--- config.mk ---
export PLATFORM = sky130hd
export DESIGN_NAME = tx_text_arbiter
export DESIGN_NICKNAME = d
export VERILOG_FILES = /design/src/rtl/tx_text_arbiter.sv
export SDC_FILE = /design/constraint.sdc
export NUM_CORES = 1
export LEC_CHECK = 0
export ABC_AREA = 1
export BUFFER_PORTS_ARGS = -buffer_cell sky130_fd_sc_hd__buf_2
export CORE_AREA = 2 2 525 527
export CTS_BUF_LIST = sky130_fd_sc_hd__clkbuf_4 sky130_fd_sc_hd__clkbuf_8
export DETAILED_ROUTE_END_ITERATION = 12
export DIE_AREA = 0 0 527 529
export SYNTH_ARGS = -nofsm -noshare
export SYNTH_HDL_FRONTEND = slang
export SYNTH_SLANG_ARGS = --single-unit
--- constraint.sdc ---
create_clock -name CLK -period 9.4 [get_ports CLK]
set_clock_uncertainty 0.2 [all_clocks]
set_input_delay 0.47 -clock CLK [delete_from_list [all_inputs] [get_ports CLK]]
set_output_delay 0.47 -clock CLK [all_outputs]
set_load 0.05 [all_outputs]
--- src/rtl/tx_text_arbiter.sv ---
// tx_text_arbiter: round-robin share of the MinOS text-transmit channel among NUM_REQ producers.
// Latency: grant at the IDLE edge, req_ack next cycle, tx_start one cycle after that.
// Backpressure: one frame at a time; losers stay pending until MinOS finishes or times out.
// Option: define TX_ARB_PRIO0_EN to give requester 0 absolute priority over a round-robin of 1..NUM_REQ-1.
module tx_text_arbiter #(
   parameter int NUM_REQ        = 4,
   parameter int TEXT_BYTES     = 32,
   parameter int START_WAIT     = 16,
   parameter int TIMEOUT_CYCLES = 50_000_000
) (
   input  logic                             CLK,
   input  logic                             RST_N,
   input  logic [NUM_REQ-1:0]               req_valid,
   input  logic [NUM_REQ*TEXT_BYTES*8-1:0]  req_bytes,
   input  logic [NUM_REQ*8-1:0]             req_size,
   output logic [NUM_REQ-1:0]               req_ack,
   output logic [TEXT_BYTES*8-1:0]          tx_text_bytes,
   output logic [7:0]                       tx_text_size,
   output logic                             tx_start,
   input  logic                             tx_busy,
   output logic [7:0]                       grant_index,
   output logic                             arb_busy,
   output logic                             err_pulse
);

   localparam int IW      = $clog2(NUM_REQ);
   localparam int BW      = TEXT_BYTES * 8;
   localparam int CNT_MAX = (TIMEOUT_CYCLES > START_WAIT) ? TIMEOUT_CYCLES : START_WAIT;
   localparam int CW      = $clog2(CNT_MAX + 1);

`ifdef TX_ARB_PRIO0_EN
   localparam bit PRIO0 = 1'b1;
`else
   localparam bit PRIO0 = 1'b0;
`endif

   typedef enum logic [2:0] {
      S_IDLE      = 3'd0,
      S_CAPTURE   = 3'd1,
      S_START     = 3'd2,
      S_WAIT_BUSY = 3'd3,
      S_WAIT_DONE = 3'd4
   } state_t;

   state_t          state_q, state_d;
   logic [IW-1:0]   rr_q;
   logic [IW-1:0]   grant_q;
   logic [BW-1:0]   bytes_q;
   logic [7:0]      size_q;
   logic [CW-1:0]   cnt_q, cnt_d;

   logic            win_found;
   logic [IW-1:0]   win_idx;
   logic [IW:0]     scan_sum;
   logic [BW-1:0]   cap_bytes;
   logic [7:0]      cap_size;
   logic            start_to;
   logic            done_to;

   // Winner search: optional requester-0 override, else first pending index at or after rr_q, wrapping.
   always_comb begin
      win_found = 1'b0;
      win_idx   = '0;
      scan_sum  = '0;
      if (PRIO0 && req_valid[0]) begin
         win_found = 1'b1;
         win_idx   = '0;
      end else begin
         for (int k = 0; k < NUM_REQ; k++) begin
            scan_sum = {1'b0, rr_q} + (IW+1)'(k);
            if (scan_sum >= (IW+1)'(NUM_REQ)) begin
               scan_sum = scan_sum - (IW+1)'(NUM_REQ);
            end
            // Under priority mode index 0 is handled above and excluded from the rotation.
            if (!win_found && req_valid[scan_sum[IW-1:0]] &&
                !(PRIO0 && scan_sum[IW-1:0] == '0)) begin
               win_found = 1'b1;
               win_idx   = scan_sum[IW-1:0];
            end
         end
      end
   end

   // Select the winner's buffer and clamp its byte count to the text port width.
   always_comb begin
      cap_bytes = '0;
      cap_size  = '0;
      for (int i = 0; i < NUM_REQ; i++) begin
         if (win_idx == IW'(i)) begin
            cap_bytes = req_bytes[i*BW +: BW];
            cap_size  = req_size[i*8 +: 8];
         end
      end
      if (cap_size > 8'(TEXT_BYTES)) begin
         cap_size = 8'(TEXT_BYTES);
      end
   end

   assign start_to = (cnt_q == CW'(START_WAIT - 1));
   assign done_to  = (cnt_q == CW'(TIMEOUT_CYCLES - 1));

   // State register.
   always_ff @(posedge CLK) begin
      if (!RST_N) begin
         state_q <= S_IDLE;
      end else begin
         state_q <= state_d;
      end
   end

   // Next-state logic.
   always_comb begin
      state_d = state_q;
      case (state_q)
         S_IDLE:      if (win_found) state_d = S_CAPTURE;
         S_CAPTURE:   state_d = (size_q == 8'd0) ? S_IDLE : S_START;
         S_START:     state_d = S_WAIT_BUSY;
         S_WAIT_BUSY: begin
            if (tx_busy)       state_d = S_WAIT_DONE;
            else if (start_to) state_d = S_IDLE;
         end
         S_WAIT_DONE: begin
            if (!tx_busy)      state_d = S_IDLE;
            else if (done_to)  state_d = S_IDLE;
         end
         default:     state_d = S_IDLE;
      endcase
   end

   // Wait counter: restarts on every state change, counts while waiting, saturates at its maximum.
   always_comb begin
      cnt_d = '0;
      if ((state_d == state_q) &&
          (state_q == S_WAIT_BUSY || state_q == S_WAIT_DONE)) begin
         cnt_d = (cnt_q == CW'(CNT_MAX)) ? cnt_q : cnt_q + 1'b1;
      end
   end

   // Datapath: capture buffer, grant and rotation pointer only on the IDLE grant edge.
   always_ff @(posedge CLK) begin
      if (!RST_N) begin
         rr_q    <= '0;
         grant_q <= '0;
         bytes_q <= '0;
         size_q  <= '0;
         cnt_q   <= '0;
      end else begin
         cnt_q <= cnt_d;
         if (state_q == S_IDLE && win_found) begin
            grant_q <= win_idx;
            bytes_q <= cap_bytes;
            size_q  <= cap_size;
            // A priority grant to requester 0 leaves the rotation untouched.
            if (!(PRIO0 && win_idx == '0)) begin
               rr_q <= (win_idx == IW'(NUM_REQ - 1)) ? '0 : win_idx + 1'b1;
            end
         end
      end
   end

   // Outputs decoded from the current state.
   always_comb begin
      tx_start  = (state_q == S_START);
      arb_busy  = (state_q != S_IDLE);
      err_pulse = ((state_q == S_WAIT_BUSY) && !tx_busy && start_to) ||
                  ((state_q == S_WAIT_DONE) &&  tx_busy && done_to);
      req_ack   = '0;
      for (int i = 0; i < NUM_REQ; i++) begin
         req_ack[i] = (state_q == S_CAPTURE) && (grant_q == IW'(i));
      end
   end

   assign tx_text_bytes = bytes_q;
   assign tx_text_size  = size_q;
   assign grant_index   = {{(8-IW){1'b0}}, grant_q};

endmodule
==> metrics.md <==
| Metric | Value |
|---|---|
| Worst Setup Start Kind | `register` |
| Fill cell count | `approximately 32000` |
| Via Count | `around 32000` |
| Cell row count | `around 190` |
| Internal Power | `around 8900 uW` |
| DRT Pass-1 Iters | `5` |
| Final net count | `6317` |
| GRT Resource Usage Total | `about 17%` |
| Leakage power | `between 0.015 and 0.02 uW` |
| Syn_area_per_cell | `5.58 um^2` |
| Finish-stage setup viols | `0` |
| Min-delay worst type | `input port to register` |
| GPL Wtd Cong | `1.05` |
| Sw Ratio | `58.3%` |
| Fin crit period | `between 6 and 7 ns` |
| Antenna violations before repair | `399` |
| Unrepaired setup endpoints after global routing | `no` |
| Mean routed wirelength per cell | `about 27 um` |
| Core Region | `~270000 um^2` |
| Synth warn | `0` |
| Maxcap violations | `0` |
| Setup crit end kind | `register` |
| Hold Path Depth | `7` |
| Die X | `between 500 and 600 um` |
| Met2 wire length | `92000 um` |
| Vias in the first global route | `approximately 29000` |
| Clk slew on worst S/H paths | `about 0.06 ns` |
| Mux contribution to synthesized area | `0%` |
| Total Wirelength | `between 200000 and 250000 um` |
| Synth-to-layout area growth | `91.1%` |
| Sequential power share | `under 10%` |
| Net Sw Power | `12500 uW` |
| Placement Setup Slack | `~4.2 ns` |
| CTS Buffer Depth | `4` |
| Setup tns final | `0 ns` |
| Share of layout cells above drive strength 1 | `between 20% and 30%` |
| # H-tree levels | `3` |
| Root Driver | `clkbuf_8` |
| CTS sink cnt | `297` |
| Global-route wire length before repair | `roughly 300000 um` |
| Final Instance Count excl. Fillers | `~9000` |
| Synth area leaders | `dfxtp_1 30%, nand2_1 22%, nor2_1 16%, o21ai_0 13%, a21oi_1 7.0%` |
| Max Used Layer | `met5` |
| Period utilization | `a little under 70%` |
| Post-synthesis instance total | `between 3000 and 4000` |
| Clock group share of total power | `under 10%` |
| Reg2reg path depth | `22` |
| Final hold violation count | `0` |
| Post-synthesis xor/xnor area fraction | `1.30%` |
| Post-Synth Adder-Cell Area | `0.383%` |
| WHS Endpoint | `tx_text_bytes[145]` |
| Sequential element share of the synthesized area | `a little under a third` |
| Post-DP HPWL | `between 200000 and 250000 um` |
| Synthesized area | `19600 um^2` |
| Placed cell count | `roughly 8200` |
| Die Area | `279000 um^2` |
| Max Slew Vio Count | `0` |
| PD cells | `between 500 and 600 nW/um^2` |
| Die H | `about 530 um` |
| ANT nets after route | `0` |
| First DRT Iteration DRCs | `~2600` |
| Required @ worst endpoint | `slightly below 10 ns` |
| Critical Path AT | `a little under 7 ns` |
| Area leader, netlist | `dfxtp_1` |
| Met3 WL | `between 30000 and 40000 um` |
| TritonCTS clock tree | `yes` |
| Status | `completed` |
| Worst setup margin | `3.07 ns` |
| Cts repair resizes | `0` |
| Cts bufs inserted | `76` |
| Worst reg2reg setup slack | `~3.1 ns` |
| Largest net degree at the start of global routing | `~170` |
| Worst reg2reg path endpoint | `tx_text_bytes[235]` |
| FF+latch count, synth | `between 200 and 300` |
| Vias per cell | `3.55` |
| I/O Pins | `roughly 1300` |
| Global route overflow | `0` |
| Synth Area in Compound Gates | `about a fifth` |
| Crit Path Category | `register to register` |
| DRC Markers | `0` |
| Port Buffers | `approximately 1300` |
| Gate power share | `between 80 and 90%` |
| Post-synthesis cell type count | `26` |
| M1 WL | `97300 um` |
| VDD IR-drop max | `429 uV` |
| Clock Latency Late Sink | `around 0.80 ns` |
| Fmax | `around 160 MHz` |
| Hold Path Origin | `req_bytes[657]` |
| Slew @ Worst Pin | `between 1 and 1.5 ns` |
| Simple-gate share of the synthesized area | `slightly below 40%` |
| Slew Limit Headroom | `23.3%` |
| Reg-to-Reg Start | `rr_q[0]` |
| Synth top area share | `roughly 30%` |
| Largest family of logic cells by synthesized area | `simple AND/OR/NAND/NOR gates` |
| CP max FO | `89` |
| Starting density of the core | `between 7 and 8%` |
[stage by stage]
| stage | util, % | instance area (um^2) | hold WS (ns) | total power, uW |
|---|---|---|---|---|
| floorplan | - | 19600 | 0.291 | 10700 |
| global route | 13.6 | 37200 | 0.0378 | 23200 |
| CTS | 13.6 | 37000 | 0.00595 | 21500 |
| finish | 13.7 | 37500 | 0.121 | 21400 |
| detailed placement | 11.0 | 29900 | 0.242 | 16400 |
| global placement | 11.0 | 29900 | 0.239 | 16300 |
[per-layer routing]
metal / global-route usage, % / vias to the layer above
li1: - / 14880
met1: 19.9 / 14399
met2: 22.6 / 1947
met3: 10.8 / 771
met4: 7.83 / 224
met5: 0 / -
[how the worst max path moves through the flow]
stage / depth (start not counted) / slack [ns] / startpoint / endpoint
floorplan: 20 / 6.45 / req_valid[0] / tx_text_bytes[100]
global placement: 20 / 4.19 / rr_q[0] / tx_text_bytes[217]
detailed placement: 20 / 4.19 / rr_q[0] / tx_text_bytes[55]
CTS: 22 / 3.14 / rr_q[0] / tx_text_bytes[238]
global route: 22 / 2.49 / rr_q[0] / tx_text_bytes[235]
finish: 22 / 3.07 / rr_q[0] / tx_text_bytes[235]
[final cells by class]
class,instances,area (um^2),share of cell area (%)
diodes,179,448,1.20
clock buffers,109,1360,3.64
clock inverters,23,214,0.571
inverters,72,293,0.781
multi-input cells,2880,12200,32.5
flip-flops and latches,297,5950,15.9
well taps,3589,4490,12.0
repair buffers,1921,12600,33.5
[flip-flops by register name, indices dropped and copies added, names as in the netlist]
register	cells
grant_q	2
tx_text_size	8
tx_text_bytes	256
rr_q	2
cnt_q	26
state_q	3
[power groups by stage]
stage	clock network (uW)	logic, uW	registers (uW)
after floorplan	0	7320	3410
after global placement	0	14300	2000
after detailed placement	0	14300	2020
after global routing	1960	19200	2050
final	1830	17600	2000
after CTS	1930	17600	2000
[cell usage after synthesis (all sizes together)]
cell    instances
a21oi         274
buf           106
clkbuf        166
conb            1
dfxtp         297
ha              6
inv            72
nand2        1140
nand3          27
nand4          10
nor2          839
nor3           17
nor4            5
o21ai         525
or2             5
xnor2          10
xor2           16
[logic make-up after synthesis]
kind of cell               after synthesis
buffers and inverters                  344
DFF                                    297
and+or+nand+nor                       2043
AOI/OAI and AO/OA                      799
adders and majority gates                6
other                                    1
xor gates and xnor gates                26
[layout by cell type (no fill, tap or decap)]
cell	instances
a21oi_1	270
a21oi_2	4
buf_12	6
buf_2	1334
buf_4	26
buf_8	1
bufinv_16	3
clkbuf_4	22
clkbuf_8	87
clkinv_2	14
clkinv_8	1
clkinvlp_4	5
conb_1	6
dfxtp_1	297
diode_2	179
dlygate4sd3_1	554
ha_1	5
ha_4	1
inv_1	69
inv_8	3
nand2_1	1140
nand3_1	27
nand4_1	10
nor2_1	838
nor2_4	1
nor3_1	17
nor4_1	5
o21ai_0	520
o21ai_1	3
o21ai_2	2
or2_2	5
xnor2_1	9
xnor2_4	1
xor2_1	15
xor2_2	1
[worst max-delay path, stage by stage, from the launching register on]
cell and delay (ns):
dfxtp_1 0.70, inv_1 0.17, nand2_1 0.09, nand2_1 0.11, nand2_1 0.11, nand2_1 0.11, a21oi_2 0.19, nand4_1 0.10
nand2_1 0.19, inv_1 0.09, ha_1 0.34, inv_8 0.37, buf_4 0.59, buf_4 0.84, nand2_1 0.13, a21oi_1 0.14
o21ai_0 0.09, o21ai_0 0.13, dlygate4sd3_1 0.58, nand2_1 0.05, nand2_1 0.10, dlygate4sd3_1 0.57, nor2_1 0.04
[what timing repair did]
action / 4_1_cts / 5_1_grt
endpoints found under the hold margin: 266 / 0
buffers inserted: 0 / 0
hold buffers: 554 / 0
Power figures use the tool's default switching activity.
